**config.mk**
```make
export PLATFORM = sky130hd
export DESIGN_NAME = rotl_pipe_nbit
export DESIGN_NICKNAME = d
export VERILOG_FILES = /design/src/rtl/rotl_pkg.sv /design/src/rtl/rotl_stage.sv /design/src/rtl/rotl_pipe_nbit.sv
export SDC_FILE = /design/constraint.sdc
export NUM_CORES = 1
export LEC_CHECK = 0
export BUFFER_PORTS_ARGS = -buffer_cell sky130_fd_sc_hd__clkbuf_2
export CAP_MARGIN = 0
export CELL_PAD_IN_SITES_DETAIL_PLACEMENT = 0
export CELL_PAD_IN_SITES_GLOBAL_PLACEMENT = 1
export CORE_ASPECT_RATIO = 1.5
export CORE_MARGIN = 2
export CORE_UTILIZATION = 46
export CTS_BUF_LIST = sky130_fd_sc_hd__clkbuf_8
export DETAILED_ROUTE_END_ITERATION = 7
export GPL_ROUTABILITY_DRIVEN = 1
export HOLD_SLACK_MARGIN = 0.05
export PLACE_DENSITY_LB_ADDON = 0.1
export RECOVER_POWER = 50
export REMOVE_ABC_BUFFERS = 1
export SLEW_MARGIN = 20
export SYNTH_ARGS = -nofsm -noshare
export SYNTH_HDL_FRONTEND = slang
export SYNTH_SLANG_ARGS = --single-unit
export TNS_END_PERCENT = 50
```
**constraint.sdc**
```tcl
create_clock -name clk -period 1.32 [get_ports clk]
set_input_delay 0.198 -clock clk [delete_from_list [all_inputs] [get_ports clk]]
set_output_delay 0.198 -clock clk [all_outputs]
set_load 0.01 [all_outputs]
```
**src/rtl/rotl_pkg.sv**
```systemverilog
// Shared types and the reference rotation function for the pipelined left rotator.
// The payload is sized for the widest supported word; unused upper bits stay zero.
package rotl_pkg;

  localparam int unsigned ROTL_MAX_W = 64;
  localparam int unsigned ROTL_MAX_S = 6;

  typedef struct packed {
    logic [ROTL_MAX_W-1:0] word;
    logic [ROTL_MAX_S-1:0] amt;
  } rotl_payload_t;

  // Rotate the low `width` bits of word left by amt; bits at and above width come back zero.
  function automatic logic [ROTL_MAX_W-1:0] rotl(input logic [ROTL_MAX_W-1:0] word,
                                                 input int unsigned amt,
                                                 input int unsigned width);
    logic [ROTL_MAX_W-1:0] res;
    logic [ROTL_MAX_S-1:0] src;
    logic [ROTL_MAX_S-1:0] dst;
    res = '0;
    for (int unsigned i = 0; i < ROTL_MAX_W; i++) begin
      src = ROTL_MAX_S'(i);
      dst = ROTL_MAX_S'((i + amt) % width);
      if (i < width) res[dst] = word[src];
    end
    return res;
  endfunction

endpackage

```
**src/rtl/rotl_stage.sv**
```systemverilog
// One pipeline stage of the logarithmic rotator: rotates left by 2^K when amount bit K
// is set, and owns its valid bit and skid-free ready term.
module rotl_stage
  import rotl_pkg::*;
#(
  parameter int unsigned N = 8,
  parameter int unsigned K = 0
) (
  input  logic          clk,
  input  logic          rst_n,
  input  logic          in_valid,
  input  rotl_payload_t in_data,
  output logic          in_ready,
  output logic          out_valid,
  output rotl_payload_t out_data,
  input  logic          out_ready
);

  localparam int unsigned STEP = 1 << K;

  logic          valid_q;
  rotl_payload_t data_q;
  rotl_payload_t data_d;

  always_comb begin
    data_d = in_data;
    if (in_data.amt[K]) data_d.word = rotl(in_data.word, STEP, N);
  end

  // An empty stage always accepts, so bubbles collapse behind a stalled tail.
  assign in_ready = !valid_q || out_ready;

  always_ff @(posedge clk or negedge rst_n) begin
    if (!rst_n) begin
      valid_q <= 1'b0;
      data_q  <= '0;
    end else if (in_ready) begin
      valid_q <= in_valid;
      if (in_valid) data_q <= data_d;
    end
  end

  assign out_valid = valid_q;
  assign out_data  = data_q;

endmodule

```
**src/rtl/rotl_pipe_nbit.sv**
```systemverilog
// Pipelined N-bit circular left rotator: S = log2(N) registered stages, one word per clock.
// Handshake: a word moves across a boundary on a clock edge only when valid and ready are
// both high there; valid never depends on ready, and a holder keeps data stable until taken.
module rotl_pipe_nbit
  import rotl_pkg::*;
#(
  parameter  int unsigned N = 8,
  localparam int unsigned S = $clog2(N)
) (
  input  logic         clk,
  input  logic         rst_n,
  input  logic         inValid,
  output logic         inReady,
  input  logic [N-1:0] a,
  input  logic [S-1:0] shiftAmount,
  output logic         outValid,
  input  logic         outReady,
  output logic [N-1:0] rotated
);

  rotl_payload_t in_payload;

  always_comb begin
    in_payload                  = '0;
    in_payload.word[N-1:0]      = a;
    in_payload.amt[S-1:0]       = shiftAmount;
  end

  // Each stage gets its own named wires so the backward ready chain stays acyclic per signal.
  for (genvar k = 0; k < S; k++) begin : g_stage
    logic          in_valid_w;
    logic          in_ready_w;
    logic          out_valid_w;
    logic          out_ready_w;
    rotl_payload_t in_data_w;
    rotl_payload_t out_data_w;

    if (k == 0) begin : g_first
      assign in_valid_w = inValid;
      assign in_data_w  = in_payload;
    end else begin : g_mid
      assign in_valid_w = g_stage[k-1].out_valid_w;
      assign in_data_w  = g_stage[k-1].out_data_w;
    end

    if (k == S - 1) begin : g_last
      assign out_ready_w = outReady;
    end else begin : g_next
      assign out_ready_w = g_stage[k+1].in_ready_w;
    end

    rotl_stage #(
      .N (N),
      .K (k)
    ) u_stage (
      .clk       (clk),
      .rst_n     (rst_n),
      .in_valid  (in_valid_w),
      .in_data   (in_data_w),
      .in_ready  (in_ready_w),
      .out_valid (out_valid_w),
      .out_data  (out_data_w),
      .out_ready (out_ready_w)
    );
  end

  assign inReady  = g_stage[0].in_ready_w;
  assign outValid = g_stage[S-1].out_valid_w;
  assign rotated  = g_stage[S-1].out_data_w.word[N-1:0];

  // The spent amount and the zero padding above N are not needed past the last stage.
  logic unused_payload;
  if (N < ROTL_MAX_W) begin : g_pad
    assign unused_payload = ^{g_stage[S-1].out_data_w.word[ROTL_MAX_W-1:N],
                              g_stage[S-1].out_data_w.amt};
  end else begin : g_nopad
    assign unused_payload = ^g_stage[S-1].out_data_w.amt;
  end

endmodule

```
## Word-level counts from Yosys, hierarchy flattened

Index checks and enable logic that the tools add are counted.

| operators by class | value |
|---|---|
| $add $sub $neg | 0 |
| multiply operators | 0 |
| divide/modulo/power cells | 0 |
| order comparisons | 0 |
| equality and inequality tests | 0 |
| shift operators | 0 |
| multiplexer cells | 3 |
| bitwise gates (word level) | 0 |
| reduce and logical (&&, ||, !) cells | 9 |

Operators by type and width:

| kind | count |
|---|---|
| 2-to-1 mux 8 bit | 3 |
| AND reduction 2 bit | 3 |
| zero test 1 bit | 3 |
| logical OR 1 bit | 3 |

| word-level totals | value |
|---|---|
| bits in registers | 33 |
| latch bits | 0 |
| bits in writable memories | 0 |
| bits in read-only memories | 0 |
| bits of input ports | 15 |
| output and inout port bits | 10 |
| word-level logic and storage cells | 20 |
| memories | 0 |

## Depth between registers and ports, before layout

Gate-level depths: netlist (run 1).

| logic depth | value |
|---|---|
| depth in word-level cells | 5 |
| depth in mapped cells | 5 |
| depth with buffers taken out | 3 |

## By module

From an unflattened synthesis (run 1), not the netlist that was laid out.

| second synthesis, totals | value |
|---|---|
| cell total of the unflattened synthesis | 700 |
| area total of the unflattened synthesis | 10416.2 µm² |

Modules (own cells, without submodules):

| module | times used | cells an instance | area each (µm²) | seq. area each (µm²) |
|---|---|---|---|---|
| rotl_stage | 3 | 233 | 3470.8 | 1776.7 |
| rotl_pipe_nbit | 1 | 1 | 3.8 | 0.0 |

## Least setup slack after synthesis (run 1)

Ideal clock, no wire load.

| path | value |
|---|---|
| kind | register -> register |
| from | register g_stage[2].u_stage.valid_q |
| to | register g_stage[0].u_stage.data_q (netlist bit g_stage[0].u_stage.out_data[1]) |
| library setup time | 125 ps |
| arrival | 1129 ps |
| data required time | 1195 ps |
| path slack | 66 ps |
| cell stages (with the launch flop) | 4 |
| buffers on the path | 0 |
| period minus slack after synthesis | 1254 ps |
| path through | dfrtp_1 > nand4b_4 > nand2_1 > mux2_2 |

| between the ends | value |
|---|---|
| cells in the longest elaborated chain, start to end | 5 |

RTL lines:

| what | RTL line | source |
|---|---|---|
| from (decl) | rotl_stage.sv:21 | `logic valid_q;` |
| from (signal assigned) | rotl_stage.sv:38 | `valid_q <= in_valid;` |
| zero test 1 bit | rotl_stage.sv:31 | `assign in_ready = !valid_q \|\| out_ready;` |
| logical OR 1 bit (3 in a row) | rotl_stage.sv:31 |  |
| AND reduction 2 bit (no source line) | - |  |
| to (signal assigned) | rotl_stage.sv:39 | `if (in_valid) data_q <= data_d;` |
| to (decl) | rotl_stage.sv:22 | `rotl_payload_t data_q;` |

Every way passes these cells.
A chain may end at the register's enable or synchronous reset.

## Worst setup path after layout (run 1)

| path | value |
|---|---|
| from | register g_stage[1].u_stage.valid_q |
| to | output inReady |

| between the ends | value |
|---|---|
| cells in the longest elaborated chain, start to end | 3 |

RTL lines:

| what | RTL line | source |
|---|---|---|
| from (decl) | rotl_stage.sv:21 |  |
| from (signal assigned) | rotl_stage.sv:38 |  |
| zero test 1 bit | rotl_stage.sv:31 |  |
| logical OR 1 bit (2 in a row) | rotl_stage.sv:31 |  |
| to (decl) | rotl_pipe_nbit.sv:13 | `output logic inReady,` |

Every way passes these cells.

==> flow_summary.yaml, run 1 <==
run_status:
  status: "finished clean"
floorplanning:
  core_area_um2: 3130
  io_pins: 25
  rows: 25
  die_h_um: 73.6
  die-area_um2: 3710
  initial_core_util_pct: 47.5
  die-width_um: 50.4
timing:
  finClkSkew_ns: 0.00385
  slew_headroom_pct: 41.3
  max_freq_mhz: 789
  final_hold_viol_count: 0
  timing.hold.ws_ns: 0.153
  rsz0062_at_grt: "false"
  layout_min_cycle_time_ns: 1.27
  finalSetupViolations: 0
  tightest_slew_ns: 0.881
  final.setup.tns_ns: 0
  period_share_pct: 96.0
  drv_slew: 0
global_route:
  grt_max_degree: 19
  grt_pass1_vias: 1016
  grt_overflow: 0
  antenna_found_initial: 0
  grt_pass1_wl_mm: 4.75
  gr-usage-all-layers_pct: 17.5
placed_design:
  io_buffers: 24
  dp.cells: 184
  gp_congestion: 0.764
  dp_hpwl_mm: 2.07
final_layout:
  syn2layout_area_growth_pct: 16.9
  final_nets: 169
  antenna_cells: 0
  num-fill-cells: 300
  drive_gt1_share_pct: 31.8
  fin_util_pct: 55.5
  stdcell_count: 194
worst_setup_path:
  end_kind: "output port"
  worstPathMaxFanout: 3
  rr_worst_depth: 4
  critPathLaunchType: "flop"
  path_cells: "nand4b_4, buf_8, clkbuf_2"
  path_class: "flop to output port"
  critical-path-slowest-cell: "dfrtp_2"
  crit_buf_inv: 2
  cp_data_arrival_time_ns: 1.07
  crit_family: "flip-flops"
  required_ns: 1.12
  r2r-end: "g_stage[2].u_stage.out_data[11]$_DFFE_PN0P_"
  max_stage_delay_ns: 0.42
  reg2reg_setup_slack_ns: 0.11
  worstReg2RegStart: "g_stage[2].u_stage.out_valid$_DFFE_PN0P_"
clock_network:
  cts_tree: "done"
  htree_num_levels: 2
  cts_sinks: 30
  cts_buffer_depth: 2
  cts-root-buf: "clkbuf_8"
  numCtsBuffers: 5
  clk_pin_slew_worst_paths_ns: 0.06
  clk_latency_ns: 0.28
pwr:
  power.static_leakage_nw: 0.777
  ir_drop_v: 0.000822
  power-per-cell-area_nw_per_um2: 1560
synthesis:
  yosysSeqAreaShare_pct: 50.5
  synth-seq-cells: 30
  syn_inst: 126
  synth_compound_area_share_pct: 19.5
  syn_area_per_cell_um2: 11.8
  yosysUniqueCellTypes: 18
  synth_top_family_by_area: "compound AO/OA/AOI/OAI gates"
  synth.mux.area_fraction_pct: 18.4
  ys.warnings.count: 0
  synth-xor-area-share_pct: 0
  syn_area_um2: 1490
  synth-adder-area-share_pct: 0
  yosys.area_share.simple_pct: 5.98
hold_path:
  hold_path_class: "input port to flop"
  min_from: "shiftAmount[2]"
  hold_depth: 2
  hold_path_end: "g_stage[0].u_stage.out_data[2]$_DFFE_PN0P_"
run:
  drv_cap: 0
detailed_routing:
  routedWlPerCell_um: 14.1
  drt-pass1-iter-count: 4
  wirelength_mm: 2.73
  drc: 0
  drtIter0Drc: 26
  ant_nets: 0
  num_vias: 1067
  vias_per_cell: 5.50
[how the worst max path moves through the flow]
stage | from | end | slack, ns | cells past startpoint
2_1_floorplan | g_stage[0].u_stage.out_valid$_DFFE_PN0P_ | g_stage[0].u_stage.out_data[1]$_DFFE_PN0P_ | -0.21 | 3
4_1_cts | g_stage[1].u_stage.out_valid$_DFFE_PN0P_ | inReady | 0.04 | 3
5_1_grt | g_stage[1].u_stage.out_valid$_DFFE_PN0P_ | inReady | 0.01 | 3
6_report | g_stage[1].u_stage.out_valid$_DFFE_PN0P_ | inReady | 0.05 | 3
3_3_place_gp | g_stage[2].u_stage.out_valid$_DFFE_PN0P_ | inReady | 0.20 | 3
3_5_place_dp | g_stage[2].u_stage.out_valid$_DFFE_PN0P_ | g_stage[0].u_stage.out_data[11]$_DFFE_PN0P_ | 0.13 | 4
[synthesized netlist by cell type (all sizes together)]
cell type | number | area [um2]
and2 | 1 | 8.76
a31oi | 16 | 100
nand2b | 3 | 21.3
nand2 | 2 | 7.51
nand3b | 1 | 20.0
or2b | 1 | 7.51
nand4b | 1 | 23.8
mux2 | 3 | 33.8
clkbuf | 5 | 22.5
a21oi | 32 | 190
mux2i | 24 | 240
buf | 7 | 58.8
dfrtp | 30 | 751
[sequential cells by signal, summed over array words and instances, names as in the netlist]
signal and cells:
g_stage.u_stage.out_data 27, g_stage.u_stage.out_valid 3
[stage by stage]
step | power (mW) | cell area (um2) | worst slack [ns]
finish | 2.71 | 1740 | 0.0532
global placement | 2.06 | 1630 | 0.196
floorplan | 1.81 | 1400 | -0.207
detailed placement | 2.09 | 1630 | 0.129
CTS | 2.77 | 1740 | 0.0386
global route | 2.90 | 1740 | 0.0124
[repair_timing]
item	4_1_cts	5_1_grt
hold buffers	1	0
hold endpoints to repair	14	0
resized for setup	4	0
buffers inserted	2	0
setup endpoints to repair	1	0
[layout by cell type (no fill, tap or decap), drive strengths merged]
cell         netlist  routed
or2b               1       1
inv                0       2
nand2              2       2
mux2               3       3
nand3b             1       1
dlygate4sd3        0       1
mux2i             24      24
a21oi             32      32
dfrtp             30      30
a31oi             16      16
buf                7       8
clkbuf             5      29
nand2b             3       3
and2               1       1
nand4b             1       1
[layout make-up]
type	count	area (um2)	share of cell area, %
clock buffer	5	68.8	3.96
tap	40	50.0	2.88
multi-input combinational	84	653	37.6
clock inverter	2	7.51	0.432
sequential	30	753	43.4
timing repair buffer	33	204	11.7
[cells by family (layout without fill, tap and decap cells)]
group                  count (synthesis)  after routing
AO/OA/AOI/OAI                         48             48
buffers and inverters                 12             40
flip-flops                            30             30
multiplexers                          27             27
AND/OR/NAND/NOR                        9              9
[power by group]
| part | internal, mW | switching, mW | leakage (nW) |
|---|---|---|---|
| Clock | 0.346 | 0.311 | 0.0466 |
| Sequential | 1.15 | 0.193 | 0.322 |
| Combinational | 0.361 | 0.355 | 0.409 |
| Total | 1.85 | 0.859 | 0.777 |
[routing by layer]
layer | vias up | global-route usage, % | wire [um]
met2 | 33 | 31.7 | 1510
met3 | 6 | 5.08 | 142
met4 | 0 | 8.11 | 53
met1 | 499 | 18.3 | 1030
li1 | 529 | - | -
met5 | - | 0 | 0
Note: power is estimated with default switching activity, not from simulation.
==> run 2: changes to the inputs <==
--- a/config.mk
+++ b/config.mk
@@ -5,7 +5,7 @@
 export SDC_FILE = /design/constraint.sdc
 export NUM_CORES = 1
 export LEC_CHECK = 0
-export BUFFER_PORTS_ARGS = -buffer_cell sky130_fd_sc_hd__clkbuf_2
+export BUFFER_PORTS_ARGS = -buffer_cell sky130_fd_sc_hd__buf_4
 export CAP_MARGIN = 0
 export CELL_PAD_IN_SITES_DETAIL_PLACEMENT = 0
 export CELL_PAD_IN_SITES_GLOBAL_PLACEMENT = 1
==> run 2 against run 1 <==
Clock power decreased by 0.9%; wire length decreased by 2.2%; setup slack improved by 0.0044 ns; first-iteration DRC count decreased by 58%; register-to-register slack about the same; maximum frequency increased by 0.35%; clock skew decreased by 0.0014 ns; non-clock buffer count increased by 2; highest routed layer unchanged.
==> flow_summary.yaml, run 2 (synthesized netlist as in run 1, its figures left out) <==
pwr:
  power.static_leakage_nw: 0.796
  p_total_mw: 2.76
  power-per-cell-area_nw_per_um2: 1540
  ir_drop_v: 0.000758
final_layout:
  largest_reg_flops: 27
  syn2layout_area_growth_pct: 20.4
  antenna_cells: 0
  stdcell_count: 196
  final_nets: 171
  drive_gt1_share_pct: 33.3
  final_cell_mix: "dfrtp_1, buf_4, mux2i_1, a21oi_1, a31oi_1"
clock_network:
  cts_buffer_depth: 2
  cts_tree: "done"
  cts-root-buf: "clkbuf_8"
  htree_num_levels: 2
  cts_sinks: 30
  numCtsBuffers: 5
  clk_pin_slew_worst_paths_ns: 0.06
  clk_latency_ns: 0.27
worst_setup_path:
  rr_worst_depth: 4
  path_class: "flop to output port"
  end_kind: "output port"
  worstReg2RegStart: "g_stage[0].u_stage.out_valid$_DFFE_PN0P_"
  max_stage_delay_ns: 0.39
  cp_data_arrival_time_ns: 1.06
  critical-path-slowest-cell: "dfrtp_1"
  critPathLaunchType: "flop"
  path_cells: "nand4b_4, buf_8, buf_4"
  worstPathMaxFanout: 2
  r2r-end: "g_stage[1].u_stage.out_data[2]$_DFFE_PN0P_"
  required_ns: 1.12
  reg2reg_setup_slack_ns: 0.10
timing:
  fin_ws_ns: 0.0576
  layout_min_cycle_time_ns: 1.26
  finalSetupViolations: 0
  tightest_slew_ns: 0.720
  drv_slew: 0
  slew_headroom_pct: 52.0
  timing.hold.ws_ns: 0.154
  max_freq_mhz: 792
  final_hold_viol_count: 0
  finClkSkew_ns: 0.00243
  period_share_pct: 95.6
  rsz0062_at_grt: "false"
detailed_routing:
  vias_per_cell: 5.35
  routedWlPerCell_um: 13.6
  wirelength_mm: 2.67
  drtIter0Drc: 11
  num_vias: 1048
  drc: 0
  drt-pass1-iter-count: 4
  ant_nets: 0
placed_design:
  dp.cells: 184
  io_buffers: 24
  post-place-ws_ns: 0.111
  gp_congestion: 0.692
  dp_hpwl_mm: 1.93
floorplanning:
  die_h_um: 73.6
  rows: 25
  die-area_um2: 3710
  io_pins: 25
  core_area_um2: 3130
  initial_core_util_pct: 47.5
  die-width_um: 50.4
run:
  drv_cap: 0
run_status:
  status: "finished clean"
hold_path:
  hold_depth: 2
  hold_path_class: "input port to flop"
  min_from: "shiftAmount[2]"
  hold_path_end: "g_stage[0].u_stage.out_data[2]$_DFFE_PN0P_"
global_route:
  grt_overflow: 0
  grt_pass1_wl_mm: 4.78
  grt_pass1_vias: 1099
  antenna_found_initial: 0
  gr-usage-all-layers_pct: 17.5
  grt_max_degree: 31
## run 2: cell types whose count changed in the layout (fill, tap and decap cells not counted), sizes merged
cell	previous run	this run
buf	8	29
clkbuf	29	10
## run 2: timing repair
item | 4_1_cts | 5_1_grt
hold buffers | 1 | 0
setup endpoints to repair | 1 | 0
buffers inserted | 4 | 0
hold endpoints to repair | 30 | 0
gates resized for setup | 4 | 0
## run 2: power breakdown
part           switching, mW  internal (mW)
combinational          0.364          0.407
clock                  0.305          0.346
sequential             0.188           1.15
## run 2: layer usage
| metal | vias to the layer above | global-route usage (%) | part of all wire (%) |
|---|---|---|---|
| li1 | 523 | - | - |
| met1 | 485 | 17.8 | 38 |
| met2 | 33 | 32.0 | 54 |
| met3 | 7 | 5.08 | 5.8 |
| met4 | 0 | 9.01 | 2.4 |
| met5 | - | 0 | 0 |
## run 2: worst max-delay path, delay by kind of cell, from the launching register on
| family | cells | cell delay [ns] |
|---|---|---|
| flops | 1 | 0.39 |
| buf+inv | 2 | 0.27 |
| simple gates | 1 | 0.13 |
## run 2: layout make-up
cell class | instances | area (um2)
clock buffers | 5 | 68.8
multi-input cells | 84 | 653
well taps | 40 | 50.0
fillers | 298 | 1340
repair buffers | 35 | 255
flip-flops and latches | 30 | 753
clock inverters | 2 | 7.51
## run 2: worst max path at each step
stage / startpoint / to / slack, ns / cells after the start
floorplan: g_stage[0].u_stage.out_valid$_DFFE_PN0P_ / g_stage[0].u_stage.out_data[1]$_DFFE_PN0P_ / -0.21 / 3
global placement: g_stage[2].u_stage.out_valid$_DFFE_PN0P_ / g_stage[1].u_stage.out_data[2]$_DFFE_PN0P_ / 0.17 / 3
detailed placement: g_stage[2].u_stage.out_valid$_DFFE_PN0P_ / g_stage[1].u_stage.out_data[2]$_DFFE_PN0P_ / 0.11 / 3
CTS: g_stage[0].u_stage.out_valid$_DFFE_PN0P_ / inReady / 0.04 / 3
global route: g_stage[0].u_stage.out_valid$_DFFE_PN0P_ / inReady / 0.004 / 3
finish: g_stage[0].u_stage.out_valid$_DFFE_PN0P_ / inReady / 0.06 / 3
## run 2: metrics by stage
stage	setup TNS (ns)	util [%]	instance area (um2)
CTS	0	57.7	1810
finish	0	57.2	1790
global route	0	57.2	1790
floorplan	-0.414	-	1400
detailed placement	0	53.7	1680
global placement	0	53.7	1680
==> run 3: changes to the inputs <==
--- a/config.mk
+++ b/config.mk
@@ -22,5 +22,6 @@
 export SLEW_MARGIN = 20
 export SYNTH_ARGS = -nofsm -noshare
 export SYNTH_HDL_FRONTEND = slang
+export SYNTH_HIERARCHICAL = 1
 export SYNTH_SLANG_ARGS = --single-unit
 export TNS_END_PERCENT = 50
==> run 3 against run 2 <==
The run now ends with negative setup slack left; flip-flop and latch count stayed put; die area is 8.9% higher; utilization is 1.6 points lower; sequential power hardly changed; final cell count is 0.51% higher; design area is 5.0% higher; wire length is 2.3% higher; critical path type unchanged; critical endpoint unchanged; highest routed layer unchanged.
==> flow_summary.yaml, run 3 <==
run_status:
  status: "complete, but fails checks"
  violations: "negative setup slack"
pwr:
  power.static_leakage_nw: 0.844
  p_total_mw: 3.03
  power-per-cell-area_nw_per_um2: 1610
  ir_drop_v: 0.000931
timing:
  rsz0062_at_grt: "true"
  finClkSkew_ns: 0.00767
  slew_headroom_pct: 50.9
  finalSetupViolations: 3
  timing.hold.ws_ns: 0.148
  fin_ws_ns: -0.0508
  drv_slew: 0
  final_hold_viol_count: 0
  tightest_slew_ns: 0.737
  final.setup.tns_ns: -0.138
  max_freq_mhz: 730
  layout_min_cycle_time_ns: 1.37
  period_share_pct: 104
worst_setup_path:
  critPathLaunchType: "flop"
  critPathMostFrequentCell: "nand2b_4"
  cp_data_arrival_time_ns: 1.17
  end_kind: "output port"
  path_cells: "nand2b_4, nand2b_4, nand2b_4, buf_6"
  path_class: "flop to output port"
  critical-path-slowest-cell: "dfrtp_1"
  worstPathMaxFanout: 3
  required_ns: 1.12
  max_stage_delay_ns: 0.39
detailed_routing:
  drt-pass1-iter-count: 4
  vias_per_cell: 5.42
  drtIter0Drc: 21
  wirelength_mm: 2.73
  routedWlPerCell_um: 13.9
  num_vias: 1068
  drc: 0
  ant_nets: 0
synthesis:
  syn_area_per_cell_um2: 12.2
  ys.warnings.count: 6
  syn_area_um2: 1630
  syn_inst: 133
final_layout:
  final_nets: 169
  final_cell_mix: "dfrtp_1, buf_4, mux2i_1, a31oi_1, a21oi_1"
  fin_util_pct: 55.5
  final_area_um2: 1880
  antenna_cells: 0
  drive_gt1_share_pct: 33.5
  syn2layout_area_growth_pct: 15.5
  stdcell_count: 197
  final_common_cell: "dfrtp_1"
  largest_reg_flops: 27
global_route:
  grt_pass1_vias: 1093
  antenna_found_initial: 0
  gr-usage-all-layers_pct: 16.0
  grt_overflow: 0
  grt_pass1_wl_mm: 4.75
  grt_max_degree: 31
clock_network:
  cts_tree: "done"
  cts_buffer_depth: 2
  numCtsBuffers: 5
  clk_latency_ns: 0.28
  htree_num_levels: 2
  clk_pin_slew_worst_paths_ns: 0.07
  cts_sinks: 30
  cts-root-buf: "clkbuf_8"
run:
  drv_cap: 0
placed_design:
  dp.cells: 186
  post-place-ws_ns: 0.0266
  io_buffers: 24
  dp_hpwl_mm: 1.90
  dpl_cell_area_um2: 1710
  gp_congestion: 0.725
hold_path:
  hold_path_class: "input port to flop"
floorplanning:
  die-width_um: 52.6
  io_pins: 25
  die_h_um: 76.8
  die-area_um2: 4040
  core_area_um2: 3380
  initial_core_util_pct: 48.1
  rows: 26
==> run 3: final timing paths <==
path	end	from	depth (start not counted)	slack, ns
max in group asynchronous	g_stage[0].u_stage/out_data[12]$_DFFE_PN0P_	rst_n	2	0.34
worst min-delay path	g_stage[0].u_stage/out_data[2]$_DFFE_PN0P_	shiftAmount[2]	2	0.15
worst min register to register	g_stage[0].u_stage/out_data[2]$_DFFE_PN0P_	g_stage[0].u_stage/out_data[2]$_DFFE_PN0P_	1	0.53
worst max register to register	g_stage[0].u_stage/out_data[1]$_DFFE_PN0P_	g_stage[2].u_stage/out_valid$_DFFE_PN0P_	6	-0.05
worst max-delay path	inReady	g_stage[2].u_stage/out_valid$_DFFE_PN0P_	4	-0.05
min in group asynchronous	g_stage[2].u_stage/out_data[13]$_DFFE_PN0P_	rst_n	2	0.51
==> run 3: timing repair <==
action	4_1_cts	5_1_grt
gates resized for setup	2	4
pin swaps	0	0
endpoints found under the hold margin	30	0
hold buffers	1	0
setup endpoints to repair	2	7
buffers inserted	2	0
==> run 3: layout make-up <==
class,count,area [um2]
multi-input combinational,83,678
timing repair buffer,34,288
sequential,30,751
clock buffer,5,68.8
fill,306,1510
clock inverter,3,40.0
tap,42,52.6
==> run 3: report_power, final <==
| part | internal, mW | total, mW | leakage, nW | switching (mW) |
|---|---|---|---|---|
| registers | 1.14 | 1.34 | 0.323 | 0.194 |
| clock network | 0.554 | 0.884 | 0.0579 | 0.330 |
| logic | 0.458 | 0.808 | 0.463 | 0.350 |
| total | 2.16 | 3.03 | 0.844 | 0.874 |
==> run 3: critical path, delay by kind of cell (launching register included) <==
kind | cells | cell delay, ns
buf+inv | 1 | 0.13
flops | 1 | 0.39
simple gates | 3 | 0.37
==> run 3: layer usage <==
| layer | wire length, um | up-vias | global-route usage, % |
|---|---|---|---|
| met1 | 1050 | 506 | 16.6 |
| met2 | 1500 | 29 | 27.0 |
| met5 | 0 | - | 0 |
| met4 | 63 | 0 | 10.0 |
| li1 | - | 528 | - |
| met3 | 117 | 5 | 4.28 |
